File: config.mk
export PLATFORM = sky130hd
export DESIGN_NAME = led_pattern_gen_flat
export DESIGN_NICKNAME = d
export VERILOG_FILES = /design/src/rtl/led_pattern_gen_if.sv /design/src/rtl/led_pattern_gen.sv /design/src/flat_wrapper.sv
export SDC_FILE = /design/constraint.sdc
export NUM_CORES = 1
export LEC_CHECK = 0
export ABC_AREA = 1
export BUFFER_PORTS_ARGS = -buffer_cell sky130_fd_sc_hd__buf_2
export CAP_MARGIN = 40
export CORE_MARGIN = 1
export CORE_UTILIZATION = 60
export DETAILED_ROUTE_END_ITERATION = 8
export HOLD_SLACK_MARGIN = 0.02
export PLACE_DENSITY_LB_ADDON = 0.25
export SYNTH_ARGS = -nofsm -noshare
export SYNTH_HDL_FRONTEND = slang
export SYNTH_SLANG_ARGS = --single-unit
File: constraint.sdc
create_clock -name clk -period 2.5 [get_ports clk]
set_input_delay 0.375 -clock clk [delete_from_list [all_inputs] [get_ports clk]]
set_output_delay 0.375 -clock clk [all_outputs]
set_load 0.005 [all_outputs]
File: src/rtl/led_pattern_gen_if.sv
// Config write port for led_pattern_gen: one channel's mode/divide per accepted beat.
// Latency: n/a (signal bundle only).
// Backpressure: master holds cfg_valid and the payload until it sees cfg_ready at a clock edge.
//
// Signals:
//   cfg_valid  master->slave  write request
//   cfg_ready  slave->master  write can be accepted this edge
//   cfg_ch     master->slave  target channel index
//   cfg_mode   master->slave  00 OFF, 01 ON, 10 BLINK, 11 BREATHE
//   cfg_div    master->slave  ticks per BLINK half-period / per BREATHE level step
interface led_pattern_gen_if #(
   parameter int DIV_BITS = 16
) ();
   logic                cfg_valid;
   logic                cfg_ready;
   logic [3:0]          cfg_ch;
   logic [1:0]          cfg_mode;
   logic [DIV_BITS-1:0] cfg_div;

   modport master (
      output cfg_valid,
      output cfg_ch,
      output cfg_mode,
      output cfg_div,
      input  cfg_ready
   );

   modport slave (
      input  cfg_valid,
      input  cfg_ch,
      input  cfg_mode,
      input  cfg_div,
      output cfg_ready
   );
endinterface

File: src/rtl/led_pattern_gen.sv
// Multi-channel LED pattern generator: shared prescaler tick, per-channel OFF/ON/BLINK/BREATHE.
// Latency: config visible on led_out one clk after the accepting edge; led_out/tick_out registered.
// Backpressure: cfg_ready is 1 whenever out of reset; every write is taken in a single cycle.
//
// Ports:
//   clk       system clock
//   rst       synchronous reset, active high
//   enable    1 = run; 0 = freeze every counter and hold led_out (config writes still land)
//   cfg       config write port (slave side of led_pattern_gen_if)
//   led_out   registered LED drive, bit n = channel n
//   tick_out  one-clk pulse following each prescaler wrap
module led_pattern_gen #(
   parameter int NUM_CH        = 4,
   parameter int PRESCALE      = 32000,
   parameter int PRESCALE_BITS = 15,
   parameter int DIV_BITS      = 16,
   parameter int PWM_BITS      = 8,
   parameter int DEFAULT_DIV   = 250
) (
   input  logic                clk,
   input  logic                rst,
   input  logic                enable,
   led_pattern_gen_if.slave    cfg,
   output logic [NUM_CH-1:0]   led_out,
   output logic                tick_out
);

   typedef enum logic [1:0] {
      MODE_OFF     = 2'b00,
      MODE_ON      = 2'b01,
      MODE_BLINK   = 2'b10,
      MODE_BREATHE = 2'b11
   } mode_e;

   localparam logic [PRESCALE_BITS-1:0] PRE_LAST = PRESCALE_BITS'(PRESCALE - 1);
   localparam logic [DIV_BITS-1:0]      DIV_RST  = DIV_BITS'(DEFAULT_DIV);
   localparam logic [DIV_BITS-1:0]      DIV_ONE  = DIV_BITS'(1);
   localparam logic [PWM_BITS-1:0]      LVL_MAX  = '1;
   localparam logic [PWM_BITS-1:0]      LVL_ONE  = PWM_BITS'(1);

   // ------------------------------------------------------------------
   // State
   // ------------------------------------------------------------------
   logic [PRESCALE_BITS-1:0] pre_q, pre_d;
   logic [PWM_BITS-1:0]      pwm_q, pwm_d;
   logic                     tick_q, tick_d;
   logic                     rdy_q, rdy_d;
   logic [NUM_CH-1:0]        led_q, led_d;

   mode_e                    mode_q  [NUM_CH];
   mode_e                    mode_d  [NUM_CH];
   logic [DIV_BITS-1:0]      div_q   [NUM_CH];
   logic [DIV_BITS-1:0]      div_d   [NUM_CH];
   logic [DIV_BITS-1:0]      cnt_q   [NUM_CH];
   logic [DIV_BITS-1:0]      cnt_d   [NUM_CH];
   logic [PWM_BITS-1:0]      lvl_q   [NUM_CH];
   logic [PWM_BITS-1:0]      lvl_d   [NUM_CH];
   logic                     down_q  [NUM_CH];   // 1 = BREATHE level currently ramping down
   logic                     down_d  [NUM_CH];

   // ------------------------------------------------------------------
   // Shared timing and write decode
   // ------------------------------------------------------------------
   logic                wrap;     // internal tick: the edge at which the prescaler wraps
   logic                accept;
   logic [DIV_BITS-1:0] wr_div;
   mode_e               wr_mode;

   assign wrap    = enable && (pre_q == PRE_LAST);
   assign accept  = cfg.cfg_valid && rdy_q;
   // A zero divide would never match cnt==div-1 sensibly; treat it as the fastest rate.
   assign wr_div  = (cfg.cfg_div == '0) ? DIV_ONE : cfg.cfg_div;
   assign wr_mode = mode_e'(cfg.cfg_mode);

   assign cfg.cfg_ready = rdy_q;
   assign led_out       = led_q;
   assign tick_out      = tick_q;

   // ------------------------------------------------------------------
   // Next-state logic
   // ------------------------------------------------------------------
   always_comb begin
      pre_d  = pre_q;
      pwm_d  = pwm_q;
      tick_d = 1'b0;
      rdy_d  = 1'b1;
      led_d  = led_q;
      mode_d = mode_q;
      div_d  = div_q;
      cnt_d  = cnt_q;
      lvl_d  = lvl_q;
      down_d = down_q;

      if (enable) begin
         pre_d  = wrap ? '0 : pre_q + 1'b1;
         tick_d = wrap;
         pwm_d  = pwm_q + 1'b1;
      end

      for (int n = 0; n < NUM_CH; n++) begin
         // Out-of-range channel indices simply never match here, so such
         // writes are accepted and dropped.
         if (accept && (cfg.cfg_ch == 4'(n))) begin
            // A write restarts the channel from a clean phase; any tick
            // landing on the same edge is deliberately lost for this channel.
            mode_d[n] = wr_mode;
            div_d[n]  = wr_div;
            cnt_d[n]  = '0;
            lvl_d[n]  = '0;
            down_d[n] = 1'b0;
            led_d[n]  = 1'b0;
         end else if (enable) begin
            case (mode_q[n])
               MODE_OFF: led_d[n] = 1'b0;
               MODE_ON:  led_d[n] = 1'b1;
               MODE_BLINK: begin
                  // led_q itself is the blink phase; it only moves on a divided tick.
                  if (wrap) begin
                     if (cnt_q[n] == div_q[n] - 1'b1) begin
                        cnt_d[n] = '0;
                        led_d[n] = ~led_q[n];
                     end else begin
                        cnt_d[n] = cnt_q[n] + 1'b1;
                     end
                  end
               end
               MODE_BREATHE: begin
                  // PWM compare runs every clk against the level held this cycle.
                  led_d[n] = (pwm_q < lvl_q[n]);
                  if (wrap) begin
                     if (cnt_q[n] == div_q[n] - 1'b1) begin
                        cnt_d[n] = '0;
                        // Triangle ramp with no dwell: direction flips on the
                        // step that lands on an end value.
                        if (!down_q[n]) begin
                           lvl_d[n] = lvl_q[n] + 1'b1;
                           if (lvl_q[n] == LVL_MAX - LVL_ONE) begin
                              down_d[n] = 1'b1;
                           end
                        end else begin
                           lvl_d[n] = lvl_q[n] - 1'b1;
                           if (lvl_q[n] == LVL_ONE) begin
                              down_d[n] = 1'b0;
                           end
                        end
                     end else begin
                        cnt_d[n] = cnt_q[n] + 1'b1;
                     end
                  end
               end
               default: led_d[n] = 1'b0;
            endcase
         end
      end
   end

   // ------------------------------------------------------------------
   // Registers
   // ------------------------------------------------------------------
   always_ff @(posedge clk) begin
      if (rst) begin
         pre_q  <= '0;
         pwm_q  <= '0;
         tick_q <= 1'b0;
         rdy_q  <= 1'b0;
         led_q  <= '0;
         for (int n = 0; n < NUM_CH; n++) begin
            mode_q[n] <= MODE_OFF;
            div_q[n]  <= DIV_RST;
            cnt_q[n]  <= '0;
            lvl_q[n]  <= '0;
            down_q[n] <= 1'b0;
         end
      end else begin
         pre_q  <= pre_d;
         pwm_q  <= pwm_d;
         tick_q <= tick_d;
         rdy_q  <= rdy_d;
         led_q  <= led_d;
         for (int n = 0; n < NUM_CH; n++) begin
            mode_q[n] <= mode_d[n];
            div_q[n]  <= div_d[n];
            cnt_q[n]  <= cnt_d[n];
            lvl_q[n]  <= lvl_d[n];
            down_q[n] <= down_d[n];
         end
      end
   end

endmodule
File: src/flat_wrapper.sv
// flat-port wrapper written by rule: the top's interface ports become plain ports
module led_pattern_gen_flat 
#(
   parameter int NUM_CH        = 4,
   parameter int PRESCALE      = 32000,
   parameter int PRESCALE_BITS = 15,
   parameter int DIV_BITS      = 16,
   parameter int PWM_BITS      = 8,
   parameter int DEFAULT_DIV   = 250
)
  (clk, rst, enable, led_out, tick_out, cfg_cfg_valid, cfg_cfg_ch, cfg_cfg_mode, cfg_cfg_div, cfg_cfg_ready);
  led_pattern_gen_if #(.DIV_BITS(DIV_BITS)) cfg_i ();
  input  logic clk;
  input  logic rst;
  input  logic enable;
  output logic [NUM_CH-1:0] led_out;
  output logic tick_out;
  input wire logic [$bits(cfg_i.cfg_valid)-1:0] cfg_cfg_valid;
  input wire logic [$bits(cfg_i.cfg_ch)-1:0] cfg_cfg_ch;
  input wire logic [$bits(cfg_i.cfg_mode)-1:0] cfg_cfg_mode;
  input wire logic [$bits(cfg_i.cfg_div)-1:0] cfg_cfg_div;
  output wire logic [$bits(cfg_i.cfg_ready)-1:0] cfg_cfg_ready;
  assign cfg_i.cfg_valid = cfg_cfg_valid;
  assign cfg_i.cfg_ch = cfg_cfg_ch;
  assign cfg_i.cfg_mode = cfg_cfg_mode;
  assign cfg_i.cfg_div = cfg_cfg_div;
  assign cfg_cfg_ready = cfg_i.cfg_ready;
  led_pattern_gen #(.NUM_CH(NUM_CH), .PRESCALE(PRESCALE), .PRESCALE_BITS(PRESCALE_BITS), .DIV_BITS(DIV_BITS), .PWM_BITS(PWM_BITS), .DEFAULT_DIV(DEFAULT_DIV)) u_core (.clk(clk), .rst(rst), .enable(enable), .cfg(cfg_i), .led_out(led_out), .tick_out(tick_out));
endmodule
# Word level (Yosys, flattened, before mapping)
# Cells that the tools add are included.
[totals]
ff_bits = 201
latch_bits = 0
ram_bits = 0
mem_bits_ro = 0
output_inout_bits = 6
word_cells = 159
memories = 0
[classes]
n_addsub = 18
multipliers = 0
div = 0
order_cmp = 4
eq_ne = 36
n_shift = 0
muxes = 35
n_bitwise = 5
reduce_logical = 33
[op_table]
columns = ["operator", "n"]
rows = [
  ["2-to-1 mux 16 bit", 5],
  ["adder 16 x 1 -> 16 bit (second input constant)", 4],
  ["equality test 16 bit", 4],
  ["subtractor 16 x 1 -> 16 bit (second input constant)", 4],
  ["adder 8 x 1 -> 8 bit (second input constant)", 5],
  ["equality test 8 x 1 -> 1 bit (second input constant)", 4],
  ["equality test 8 bit (second input constant)", 4],
  ["< comparator 8 bit", 4],
  ["2-to-1 mux 8 bit", 4],
  ["subtractor 8 x 1 -> 8 bit (second input constant)", 4],
  ["AND reduction 3 bit", 8],
  ["2-to-1 mux 1 bit", 21],
  ["OR reduction 2 bit", 9],
  ["equality test 2 bit (second input constant)", 8],
  ["logical NOT 16 bit", 1],
  ["!= test 2 x 1 -> 1 bit (second input constant)", 8],
  ["case mux 1 bit (4 select lines)", 4],
  ["AND reduction 4 bit", 4],
  ["adder 15 x 1 -> 15 bit (second input constant)", 1],
  ["equality test 15 bit (second input constant)", 1],
  ["2-to-1 mux 15 bit", 1],
  ["equality test 2 x 1 -> 1 bit (second input constant)", 4],
  ["equality test 4 x 2 -> 1 bit (second input constant)", 2],
  ["logical NOT 2 bit", 4],
  ["other kinds (4)", 13],
]

# Depth between registers and ports, before layout
# Gate-level depths: netlist (run 1).
[depth]
word_depth = 5
ltp_mapped = 18
ltp_nobuf = 18

# Worst setup path before layout (run 1)
# No wires, ideal clock.
[synth_path]
path_kind = "flip-flop to flip-flop"
from = "register u_core.div_q[16] in the netlist's numbering"
to = "register u_core.down_q[1] in the netlist's numbering"
setup_time_ns = 0.132
t_arrival_ns = 1.868
required_ns = 2.368
path_slack_ns = 0.500
stages_incl_launch_ff = 14
path_buffers = 0
cell_sequence = "dfxtp_1 -> inv_1 -> ha_1 -> nand3_2 -> nor2_1 -> nand2_1 -> xor2_1 -> nand2_1 -> nor2_1 -> nand3_2 -> clkinv_2 -> nand3_4 -> nand2_1 -> a21oi_1"
[synth_via]
elab_chain_cells = 3
[synth_lines]
columns = ["item", "line_no", "text"]
rows = [
  ["from (decl)", "led_pattern_gen.sv:52", "logic [DIV_BITS-1:0] div_q [NUM_CH];"],
  ["from (signal, indexed assignment)", "led_pattern_gen.sv:182", "div_q[n] <= div_d[n];"],
  ["subtractor 16 x 1 -> 16 bit", "led_pattern_gen.sv:131", "if (cnt_q[n] == div_q[n] - 1'b1) begin"],
  ["equality test 16 bit", "led_pattern_gen.sv:131", ""],
  ["AND reduction 4 bit (no source line)", "--", ""],
  ["to (signal, indexed assignment)", "led_pattern_gen.sv:185", "down_q[n] <= down_d[n];"],
  ["to (decl)", "led_pattern_gen.sv:58", "logic down_q [NUM_CH];"],
]
# No other way between the ends.
# A chain may end at the register's enable or synchronous reset.

# Worst setup path in the final report (run 1)
[layout_path]
from = "register u_core.div_q[32] in the netlist's numbering"
to = "register u_core.down_q[2] in the netlist's numbering"
# The elaborated chain is that of the path after synthesis.

==> impl_metrics.ini, run 1 <==
[global_route]
grt_antenna_before_repair = 0
overflow = 0
use_met2_pct = 52.38
grt_pass1_vias = 12660
grt-busiest-layer = met2
track_usage_pct = 32.19
met1_usage_pct = 42.54
grt_max_degree = 28
gr-usage-met3_pct = 5.176
grt_first_pass_wirelength_um = 61720

[worst_setup_path]
end_kind = register
cp-start-kind = register
cp.required_ps = 2880
cp_max_fo = 10
crit_type = register to register
crit_arrival_ps = 2670
rrSetupSlack_ps = 220

[cts]
cts-htree-levels = 1
cts_buffer_depth = 3
clk_latency_ps = 520
root_buffer = clkbuf_16
clkTransAtPathRegs_ps = 60
cts_sinks = 201
cts_tree = built
cts_buffers = 23

[drt]
drc = 0
vias = 13640
wl_um = 37250
routed_via_density = 5.679
drt-initial-drc-count = 987
ant_nets = 0
first_pass_iters = 9
detail_route.wl_per_cell_um = 15.51

[placed_design]
place_congestion = 1.008
dp_hpwl_um = 28420
port_buffers = 31
dpl_cell_area_um2 = 14120

[synth]
syn_avg_cell_area_um2 = 6.577
syn-cell-area_um2 = 13590
async_flop_share_pct = 0
synthAdderAreaFrac_pct = 4.970
synth_top_family_by_area = simple AND/OR/NAND/NOR gates
synth_edf_count = 0
synth_simple_gate_area_share_pct = 37.69
synthDistinctLibCells = 46
syn_nets = 2147
synth_compound_area_share_pct = 9.112
ys_top_cells_by_area = dfxtp_1, nand2_1, xor2_1
yosys.area.top_type = dfxtp_1
synthFlopType = dfxtp_1
ys_seq_elements = 201
yosysTopAreaCellShare_pct = 29.60
yosys.area_share.xor_xnor_pct = 9.986
seq_area_frac_synth_pct = 29.60
synth_mux_area_share_pct = 0
ys_warn_count = 0
syn_inst = 2067

[pwr]
cellPowerDensity_nw_per_um2 = 464.3
total_leakage_power_uw = 0.006489
ir_drop_mv = 0.5893

[sta]
fin_tns_setup_ps = 0
finClkSkew_ps = 15.05
timing.final.crit_share_pct = 91.32
post-route-min-period_ps = 2283
fmax_ghz = 0.4380
setup_violations = 0
maxSlewViolCount = 0
worst_pin_slew_ps = 725.4
finalHoldViolCount = 0
rsz0062_at_grt = no
relSlewSlack_pct = 51.58

[cells_and_area]
final_layout_size_suffix_gt1_share_pct = 7.823
nFillCells = 1956
antennaDiodeCount = 0
final_cell_mix = nand2_1, nor2_1, inv_1
nets = 2189
syn_to_final_growth_pct = 10.10
finalInstanceArea_um2 = 14970
final_common_cell = nand2_1

[floorplanning]
core-area_um2 = 22030
start_util_pct = 61.72
fp.dieH_um = 152.5
rows = 54
die_w_um = 152.5
io_pins = 32
die_area_um2 = 23260

[worst_hold_path]
hp-class = input pin to register

[status]
outcome = complete, no violations

[run]
maxCapViolations = 0
report_power, final:
part | internal, uW | leakage (uW) | switching, uW | total, uW
registers | 3220 | 0.00162 | 24.1 | 3240
logic | 87.0 | 0.00451 | 199 | 286
clock network | 2080 | 0.000361 | 1340 | 3420
total | 5380 | 0.00649 | 1570 | 6950
per-stage QoR:
| step | total power [uW] | setup WS, ps | util [%] | instances | hold slack [ps] |
|---|---|---|---|---|---|
| global placement | 3582 | 112.5 | 64.08 | 2359 | 449.0 |
| global route | 7114 | 0.06772 | 67.95 | 2402 | 248.6 |
| finish | 6948 | 217.0 | 67.95 | 2402 | 220.1 |
| floorplan | 3467 | 499.5 | - | 2067 | 441.0 |
| CTS | 6958 | 88.37 | 67.52 | 2398 | 201.7 |
| detailed placement | 3589 | 105.8 | 64.11 | 2360 | 464.5 |
cells in the mapped netlist, drive strengths merged (44+ instances only):
library cell,n
nor2,272
xor2,111
nand2,504
ha,54
dfxtp,201
nor3,63
inv,260
xnor2,44
nand4,86
nand3,147
o21ai,82
a21oi,86
sequential cells by signal, indices dropped and copies added, names as in the netlist:
signal and cells:
u_core.cnt_q 64, u_core.div_q 64, u_core.lvl_q 32, u_core.pre_q 15, u_core.mode_q 8, u_core.pwm_q 8, u_core.down_q 4, u_core.led_out 4
u_core.cfg.cfg_ready 1, u_core.tick_out 1
area by class of cell:
class	count	area, um2	area share (%)
Multi-Input combinational cell	1557	8443	56.41
Sequential cell	201	4024	26.89
Tap cell	280	350.3	2.341
Timing Repair Buffer	57	375.4	2.508
Inverter	269	1023	6.838
Clock buffer	31	635.6	4.247
Clock inverter	7	115.1	0.7691
kinds of logic after synthesis:
family          count (synthesis)
fa+ha+maj                      54
buf+inv                       309
compound gates                224
xor+xnor                      155
flops                         201
simple gates                 1124
worst paths after layout:
path / startpoint / to / cells after the start
max: u_core.div_q[32] / u_core.down_q[2] / 13
min: enable / u_core.led_out[0] / 3
max reg2reg: u_core.div_q[32] / u_core.down_q[2] / 13
min reg2reg: u_core.lvl_q[15] / u_core.lvl_q[15] / 2
routing by layer:
layer  routed length (um)  share of wire, %
met5                    0                 0
met4                 1437               3.9
met3                 2961               7.9
met2                16610                45
met1                16250                44
timing repair:
item	4_1_cts	5_1_grt
gates resized for setup	0	16
hold buffers	0	0
setup buffers	0	4
setup endpoints to repair	0	52
critical path, cell delays in order (launching register included):
cell and delay, ps:
dfxtp_1 370, inv_1 100, ha_2 230, or2_2 290, nand3_1 70, nand2_1 50
inv_1 60, nand3_1 70, nor3_1 260, nand2_2 200, inv_4 150, nand3_4 120
nand2_1 100, a21oi_1 70
Note: power is estimated with default switching activity, not from simulation.
==> inputs of run 2 (changes only) <==
- RECOVER_POWER: default -> 50
==> run 2 against run 1 <==
Core utilization is 0.14 points lower. Critical path type unchanged. Register-to-register slack worse by 20 ps. Setup slack worse by 21 ps.
==> impl_metrics.ini, run 2 (same netlist as run 1, synthesis figures left out) <==
[drt]
routed_via_density = 5.679
drt-initial-drc-count = 1040
drc = 0
wl_um = 37110
ant_nets = 0
first_pass_iters = 8
vias = 13640
detail_route.wl_per_cell_um = 15.45

[cells_and_area]
final_common_cell = nand2_1
regArea_um2 = 4024
nets = 2189
nFillCells = 1967
syn_to_final_growth_pct = 9.876
antennaDiodeCount = 0
stdcell_count = 2402
largest_registers = u_core.cnt_q (64), u_core.div_q (64), u_core.lvl_q (32)
multi_input_area_um2 = 8438
final_cell_mix = nand2_1, nor2_1, inv_1
final_layout_size_suffix_gt1_share_pct = 7.399

[global_route]
grt_first_pass_wirelength_um = 61720
grt_max_degree = 28
track_usage_pct = 32.19
grt_pass1_vias = 12660
overflow = 0
grt_antenna_before_repair = 0

[floorplanning]
core-area_um2 = 22030
die_area_um2 = 23260
start_util_pct = 61.72
die_w_um = 152.5
fp.dieH_um = 152.5
io_pins = 32
rows = 54

[worst_hold_path]
hp-class = input pin to register

[worst_setup_path]
cp_max_fo = 9
cp_slowest_stage_delay_ps = 510
crit_arrival_ps = 2710
end_kind = register
crit_type = register to register
cp.required_ps = 2900
worstPathCellList = ha_1 > nand4_4 > nor2_4 > nand3_2 > nor3_1 > inv_1 > a21oi_1 > nor2_1
cp-start-kind = register
slowest_stage = nor3_1

[cts]
cts-htree-levels = 1
postCtsHoldBufs = 0
root_buffer = clkbuf_16
cts_tree = built
cts_buffer_depth = 3
clkTransAtPathRegs_ps = 60
clk_latency_ps = 520
cts_sinks = 201
cts_buffers = 23

[sta]
maxSlewViolCount = 0
worst_pin_slew_ps = 720.9
timing.final.crit_share_pct = 92.16
finClkSkew_ps = 15.56
setup_violations = 0
fin_tns_setup_ps = 0
fmax_ghz = 0.4340
relSlewSlack_pct = 51.94
post-route-min-period_ps = 2304
rsz0062_at_grt = no
finalHoldViolCount = 0

[pwr]
ir_drop_mv = 0.5891
cellPowerDensity_nw_per_um2 = 465.0
total_leakage_power_uw = 0.006460
design_power_total_uw = 6946

[placed_design]
place_congestion = 1.008
dp_hpwl_um = 28420
port_buffers = 31
placed_cells = 2360

[status]
outcome = complete, no violations

[run]
maxCapViolations = 0
[run 2: changes by cell type in the layout (fill, tap and decap cells not counted), sizes merged]
cell | previous run | this run
clkbuf | 31 | 40
buf | 57 | 48
[run 2: metal layers]
layer  part of all wire [%]  track usage [%]  vias to the layer above  routed length, um
met5                      0                0                        -                  0
met2                     44            52.38                      506              16490
met4                    4.0            13.18                        0               1475
met1                     44            42.54                     6206              16270
met3                    7.8            5.176                      118               2886
li1                       -                -                     6812                  -
[run 2: worst paths after layout]
check / from / endpoint / slack (ps) / cells after the start
worst min-delay path: enable / u_core.led_out[0] / 220 / 3
worst min register to register: u_core.lvl_q[15] / u_core.lvl_q[15] / 470 / 2
worst max register to register: u_core.pre_q[1] / u_core.cnt_q[16] / 200 / 8
worst max-delay path: u_core.pre_q[1] / u_core.cnt_q[16] / 200 / 8
[run 2: power breakdown]
part           total [uW]  internal, uW  leakage, uW  switching, uW
Combinational         282          83.8      0.00448            198
Clock                3420          2080     0.000361           1340
Sequential           3240          3220      0.00162           23.9
[run 2: final cells by class]
type	instances	area share (%)
repair buffers	57	2.345
clock buffers	31	4.255
inverters	269	6.852
multi-input cells	1557	56.49
clock inverters	7	0.7706
flip-flops and latches	201	26.94
well taps	280	2.345
[run 2: what timing repair did]
item	4_1_cts	5_1_grt
endpoints found under the setup margin	0	52
buffers inserted	0	4
endpoints found under the hold margin	0	0
resized for setup	0	16
[run 2: critical path, delay by kind of cell, from the launching register on]
kind	cells	cell delay, ps
simple gates	5	1230
compound gates	1	160
fa+ha+maj	1	270
buf+inv	1	180
flops	1	350
[run 2: through the flow]
stage	instance area [um2]	hold slack, ps	setup WS [ps]	util, %
3_3_place_gp	14110	449.0	112.5	64.08
2_1_floorplan	13590	441.0	499.5	-
6_report	14940	223.1	196.0	67.81
4_1_cts	14870	201.7	88.37	67.52
5_1_grt	14940	248.6	0.07527	67.81
3_5_place_dp	14120	464.5	105.8	64.11
